`config.mk`:
```
export PLATFORM = sky130hd
export DESIGN_NAME = change_dispenser
export DESIGN_NICKNAME = d
export VERILOG_FILES = /design/src/rtl/change_dispenser.sv
export SDC_FILE = /design/constraint.sdc
export NUM_CORES = 1
export LEC_CHECK = 0
export CAP_MARGIN = 30
export CORE_ASPECT_RATIO = 0.5
export CORE_MARGIN = 3
export CORE_UTILIZATION = 55
export CTS_CLUSTER_SIZE = 14
export DETAILED_ROUTE_END_ITERATION = 8
export GPL_ROUTABILITY_DRIVEN = 1
export GPL_TIMING_DRIVEN = 1
export PLACE_DENSITY = 0.78
export SLEW_MARGIN = 15
export SYNTH_ARGS = -nofsm -noshare
export SYNTH_HDL_FRONTEND = slang
export SYNTH_SLANG_ARGS = --single-unit
```
`constraint.sdc`:
```
create_clock -name clk -period 5.19 [get_ports clk]
set_input_delay 0.519 -clock clk [delete_from_list [all_inputs] [get_ports clk]]
set_output_delay 0.519 -clock clk [all_outputs]
set_load 0.05 [all_outputs]
```
`src/rtl/change_dispenser.sv`:
```
// Change dispenser: pays out an owed amount one note at a time, largest denomination
// first, from a six-entry note inventory, over a valid/ack handshake.
module change_dispenser (
    input  logic       clk,
    input  logic       reset,
    input  logic       start,
    input  logic [7:0] change_amount,
    input  logic       inv_load,
    input  logic [2:0] inv_sel,
    input  logic [7:0] inv_count,
    input  logic       note_ack,
    output logic       note_valid,
    output logic [2:0] note_denom,
    output logic [7:0] remaining_change,
    output logic       busy,
    output logic       dispense_done,
    output logic       dispense_error,
    output logic [2:0] dbg_state
);

    // Handshake: a note transfers on every rising edge where note_valid and note_ack
    // are both high; note_denom is stable while note_valid is high, and note_ack is
    // ignored while note_valid is low.

    typedef enum logic [2:0] {
        S_IDLE   = 3'd0,
        S_SELECT = 3'd1,
        S_ISSUE  = 3'd2,
        S_DONE   = 3'd3,
        S_ERROR  = 3'd4
    } state_t;

    state_t     state_q, state_d;
    logic [7:0] rem_q, rem_d;
    logic [2:0] denom_q, denom_d;
    logic [7:0] inv_q [6];
    logic [7:0] inv_d [6];

    logic       pick_found;
    logic [2:0] pick_code;

    function automatic logic [7:0] denom_value(input logic [2:0] code);
        case (code)
            3'd0:    denom_value = 8'd1;
            3'd1:    denom_value = 8'd5;
            3'd2:    denom_value = 8'd10;
            3'd3:    denom_value = 8'd20;
            3'd4:    denom_value = 8'd50;
            3'd5:    denom_value = 8'd100;
            default: denom_value = 8'd0;
        endcase
    endfunction

    // Later (larger) codes override earlier ones, so the largest usable note wins.
    always_comb begin
        pick_found = 1'b0;
        pick_code  = 3'd0;
        for (int i = 0; i < 6; i++) begin
            if ((rem_q >= denom_value(3'(i))) && (inv_q[i] != 8'd0)) begin
                pick_found = 1'b1;
                pick_code  = 3'(i);
            end
        end
    end

    always_comb begin
        state_d = state_q;
        rem_d   = rem_q;
        denom_d = denom_q;
        inv_d   = inv_q;
        case (state_q)
            S_IDLE: begin
                if (inv_load && (inv_sel < 3'd6)) begin
                    inv_d[inv_sel] = inv_count;
                end
                if (start) begin
                    rem_d   = change_amount;
                    state_d = S_SELECT;
                end
            end
            S_SELECT: begin
                if (rem_q == 8'd0) begin
                    state_d = S_DONE;
                end else if (pick_found) begin
                    denom_d = pick_code;
                    state_d = S_ISSUE;
                end else begin
                    state_d = S_ERROR;
                end
            end
            S_ISSUE: begin
                if (note_ack) begin
                    rem_d          = rem_q - denom_value(denom_q);
                    inv_d[denom_q] = inv_q[denom_q] - 8'd1;
                    state_d        = S_SELECT;
                end
            end
            S_DONE:  state_d = S_IDLE;
            S_ERROR: state_d = S_IDLE;
            default: state_d = S_IDLE;
        endcase
    end

    always_ff @(posedge clk or negedge reset) begin
        if (!reset) begin
            state_q <= S_IDLE;
            rem_q   <= 8'd0;
            denom_q <= 3'd0;
            for (int i = 0; i < 6; i++) begin
                inv_q[i] <= 8'd0;
            end
        end else begin
            state_q <= state_d;
            rem_q   <= rem_d;
            denom_q <= denom_d;
            for (int i = 0; i < 6; i++) begin
                inv_q[i] <= inv_d[i];
            end
        end
    end

    assign note_valid       = (state_q == S_ISSUE);
    assign note_denom       = denom_q;
    assign remaining_change = rem_q;
    assign busy             = (state_q != S_IDLE);
    assign dispense_done    = (state_q == S_DONE);
    assign dispense_error   = (state_q == S_ERROR);
    assign dbg_state        = state_q;

endmodule

```
======== After elaboration in Yosys (flattened, before gate mapping) ========
Index checks and enable logic that the tools add are counted.
cells by class
  add/sub/neg operators ................... 2
  order comparisons ....................... 11
  equal/unequal tests ..................... 12
  multiplexer cells ....................... 34
  bitwise gates (word level) .............. 3
  reduce and logical (&&, ||, !) cells .... 24
operators with widths
  operator                                                                      number
  48-bit bitwise mux                                                            2
  48-bit two-way mux                                                            2
  48-bit one-hot mux with 2 select lines                                        1
  8-bit two-way mux                                                             8
  8-bit demux with 3-bit select                                                 2
  8-bit nonzero test                                                            6
  7-bit one-hot mux with 6 select lines                                         1
  8-bit binary-select mux with 3-bit select                                     1
  3-bit two-way mux                                                             8
  8-bit one-hot mux with 2 select lines                                         1
  3-bit by 2-bit equality test with 1-bit output, second input constant         4
  3-bit equality test, second input constant                                    3
  1-bit logical AND                                                             9
  3-bit one-hot mux with 3 select lines                                         1
  3-bit AND reduction                                                           3
  4-bit >= comparator, second input constant                                    2
  8-bit by 1-bit >= comparator with 1-bit output, second input constant         1
  8-bit by 3-bit >= comparator with 1-bit output, second input constant         1
  8-bit by 4-bit >= comparator with 1-bit output, second input constant         1
  8-bit by 5-bit >= comparator with 1-bit output, second input constant         1
  8-bit by 6-bit >= comparator with 1-bit output, second input constant         1
  8-bit by 7-bit >= comparator with 1-bit output, second input constant         1
  8-bit zero test                                                               1
  4-bit by 1-bit less-than comparator with 1-bit output, second input constant  2
  other kinds (12)                                                              23
word-level totals
  register bits after elaboration ......... 62
  bits of input ports ..................... 24
  word-level logic and storage cells ...... 95

======== Depth between registers and ports, before layout ========
  depth after elaboration ................. 11
  gate-level depth with buffers ........... 13
  gate-level depth less buffers ........... 11

======== Worst setup path after synthesis ========
No wires, ideal clock.
  kind .................................... flip-flop to flip-flop
  start point ............................. reg denom_q[1] (netlist: note_denom[1])
  end point ............................... reg rem_q[7] (netlist: remaining_change[7])
  library setup time ...................... 124 ps
  arrival ................................. 2948 ps
  path slack .............................. 2118 ps
  stages on the path, launching flop included .. 13
  buffers on the path ..................... 3
  clock period less this slack ............ 3072 ps
  cell sequence ........................... dfrtp_1 -> buf_2 -> buf_1 -> clkbuf_1 -> nand2_1 -> a21o_1 -> ha_1 -> nor2b_1 -> o21ai_0 -> a21oi_1 -> o31ai_1 -> a31oi_1 -> a2bb2oi_1
on the way
  cells in the longest elaborated chain, start to end .. 7
RTL lines
  what                                               line  text
  from (decl)                                        35    logic [2:0] denom_q, denom_d;
  from (signal assigned)                             115   denom_q <= denom_d;
  3-bit equality test, or another cell as far along  43    case (code)
  7-bit one-hot mux with 6 select lines (*)          43
  8-bit two-way mux (*)                              92    if (note_ack) begin
  8-bit two-way mux (*)                              71    case (state_q)
  8-bit subtractor (*)                               93    rem_d = rem_q - denom_value(denom_q);
  8-bit two-way mux (*)                              92
  8-bit one-hot mux with 2 select lines (*)          71
  to (signal assigned)                               114   rem_q <= rem_d;
  to (decl)                                          34    logic [7:0] rem_q, rem_d;
Mark *: on every way between the ends. The rest lies on a longest branch, timed or not. The select of a mux whose other input is x is not followed.
A chain may end at the register's enable or synchronous reset.

======== Final worst setup path ========
  start point ............................. reg denom_q[0] (netlist: note_denom[0])
  end point ............................... reg inv_q[46] (netlist name)
on the way
  cells in the longest elaborated chain, start to end .. 8
RTL lines
  what                                                                                                 line  text
  3-bit NOT with 4-bit output (implied by the code) (*)                                                94    inv_d[denom_q] = inv_q[denom_q] - 8'd1;
  8-bit binary-select mux with 3-bit select, or another cell as far along                              94
  8-bit two-way mux (implied by the code) / 1-bit logical AND (equally long branches)                  94
  8-bit two-way mux (implied by the code)                                                              94
  8-bit by 1-bit subtractor with 8-bit output / 8-bit demux with 3-bit select (equally long branches)  94
  48-bit bitwise mux (*)                                                                               94
  48-bit two-way mux (*)                                                                               92
  48-bit one-hot mux with 2 select lines (*)                                                           71
  to (signal, indexed assignment)                                                                      117   inv_q[i] <= inv_d[i];
  to (decl)                                                                                            36    logic [7:0] inv_q [6];
Marked as above.

==> results.txt <==
Comb pwr share -> 0.562
Post-Syn Nets -> 505
Post-place setup slack -> 1.909 ns
Placer Congestion -> 1.059
# setup viols final -> 0
Setup TNS -> 0 ns
Row cnt -> 21
Post-CTS Hold Fix Bufs -> 0
Reg area -> 1551 um2
Power Internal -> 1.884 mW
Post-place instance area -> 4646 um2
R2R Path Start -> note_denom[0]
Asr flop ratio synth -> 1.000
H-tree Lvls -> 3
Net Switching -> 1.870 mW
Unique masters post-synth -> 56
CORE AREA -> 7015 um2
Cell area power density -> 750.4 nW/um2
Synth-to-Final Area Change -> 19.73%
Period utilisation layout -> 0.6580
CP Max Fanout -> 19
Pleak -> 2.021 nW
Fmax -> 0.2928 GHz
Die area -> 8744 um2
Crit Path Category -> reg2reg
Run status -> finished, final reports clean
Cell area after layout -> 5004 um2
Post-Route WL -> 13.74 mm
Most common library cell in the layout ignoring fill and taps -> dfrtp_1
Worst R2R Path Depth -> 9
Most frequent cells in the layout -> 62 x dfrtp_1, 44 x o21ai_0, 40 x clkdlybuf4s50_1
CP required -> 5.36 ns
I/O Buffers -> 41
Clk slew on worst S/H paths -> 0.05 ns
Ys Warns -> 0
Final setup margin -> 1.775 ns
Count of final hold-check violations -> 0
Clk pwr share -> 0.190
1st-iter DRT viols -> 513
RR Endpoint -> inv_q[46]
Initial antenna violation count -> 1
Reg power frac -> 0.247
Tot GR Track Use -> 0.3275
Root Driver -> clkbuf_16
CTS tree -> done
Min-delay worst type -> in2async
Post-cts sizing count -> 0
Crit path arrival time -> 3.58 ns
Mapped Cells -> 472
Post-synth top flop -> dfrtp_1
CP startpoint -> note_denom[0]
Area of the multi-input gates -> 2457 um2
Synth Area per Inst -> 8.854 um2
Io pins -> 42
Nets -> 541
#FFs+latches synth -> 62
Vias -> 4,246
Final worst path period need -> 3.415 ns
Worst slew margin -> 0.3860
Max-cap viol count -> 0
EDFF count, synth -> 0
Crit end category -> flop
Antenna Nets Post-Route -> 0
Initial core utilization -> 0.5957
Fill count -> 542
Sw Share -> 0.4982
First-pass GRT wire length -> 21.17 mm
Clock sinks -> 62
First-pass DRT Iterations -> 5
CP Launch Type -> flop
Gr ovfl total -> 0
Routed len/inst -> 22.70 um
Tightest Pin Transition -> 0.9178 ns
Number of remaining DRC errors -> 0
Worst setup path endpoint -> inv_q[46]
DP HPWL -> 9.754 mm
Vias in the first global route -> 3,751
DR vias/cell -> 7.018
Inserted Clock Buffers -> 9
Maximum buffer depth of the clock tree -> 2
VDD IR max -> 0.4201 mV
Die H -> 67.64 um
Worst-Skew Late Latency -> 0.34 ns
N_diodes -> 0
R2R Setup Slk -> 1.78 ns
Post-CTS setup buffers -> 0
Largest net degree at the start of global routing -> 63
Sequential area share after synthesis -> 0.3713
Layout cells sized above 1 -> 0.08187
Slew Viols, Final -> 0
DIE WIDTH -> 129.3 um
Cell Area, Synth -> 4179 um2
Clock Skew -> 0.005173 ns
Unrepaired setup endpoints after global routing -> no
registers in the layout, indices dropped and copies added (netlist names):
name	cells
dbg_state	3
inv_q	48
note_denom	3
remaining_change	8
power by group through the flow:
stage               combinational, mW  sequential [mW]  clock [mW]
floorplan                        1.31            0.977           0
global placement                 2.01            0.918           0
detailed placement               2.03            0.918           0
CTS                              2.04            0.912       0.716
global route                     2.26            0.948       0.735
finish                           2.11            0.929       0.715
cells by family after synthesis:
| logic type | Yosys count | share of synthesized area |
|---|---|---|
| compound gates | 147 | 0.2290 |
| fa+ha+maj | 9 | 0.02874 |
| mux | 32 | 0.09551 |
| xor+xnor | 7 | 0.01467 |
| buf+inv | 40 | 0.04072 |
| flops | 62 | 0.3713 |
| simple gates | 175 | 0.2201 |
layer usage:
layer,up-vias,GRT usage,share of wire
met3,52,0.1382,0.15
li1,1886,-,-
met4,2,0.09031,0.029
met5,-,0,0.00095
met2,310,0.4446,0.38
met1,1996,0.4735,0.43
layout make-up:
cell class	instances	area share
clock inverters	3	0.01800
well taps	92	0.02301
inverters	15	0.01125
clock buffers	13	0.05201
repair buffers	50	0.09452
flip-flops and latches	62	0.3101
multi-input cells	370	0.4911
stage by stage:
step | utilization | hold slack, ns | power, mW | instances
floorplan | - | 0.2234 | 2.286 | 472
global placement | 0.6622 | 0.4868 | 2.925 | 588
detailed placement | 0.6622 | 0.4973 | 2.946 | 588
CTS | 0.7121 | 0.3914 | 3.666 | 604
global route | 0.7132 | 0.4312 | 3.941 | 605
finish | 0.7132 | 0.3544 | 3.755 | 605
synth_stat cells (all sizes together) (8+ instances only):
cell    instances  area, um2
a21oi          19      95.09
a22oi           8      60.06
a31oi          10      62.56
a32oi          21      183.9
buf            12      65.06
clkbuf         13      48.80
dfrtp          62       1551
ha              8      100.1
inv            15      56.30
mux2i          20      200.2
nand2          39      146.4
nand3          21      105.1
nor2           34      127.6
nor2b           8      50.05
nor3           22      110.1
nor4           13      81.33
o21ai          51      255.2
o31ai           9      67.56
how the worst min path moves through the flow:
stage | startpoint | endpoint | slack [ns] | cells after the start
floorplan | reset | dbg_state[0] | 0.22 | 0
global placement | inv_q[40] | inv_q[40] | 0.49 | 2
detailed placement | inv_q[40] | inv_q[40] | 0.50 | 2
CTS | reset | inv_q[25] | 0.39 | 2
global route | reset | inv_q[27] | 0.43 | 2
finish | reset | inv_q[25] | 0.35 | 2
worst max-delay path, stage by stage, from the launching register on:
cell and delay (ns):
dfrtp_1 0.56, buf_4 0.34, or2_2 0.18, o22ai_1 0.15, nor2_1 0.44, ha_1 0.29, nand3_1 0.12, nor3_1 0.19
xor2_1 0.72, o221ai_1 0.25
Power figures use the tool's default switching activity.
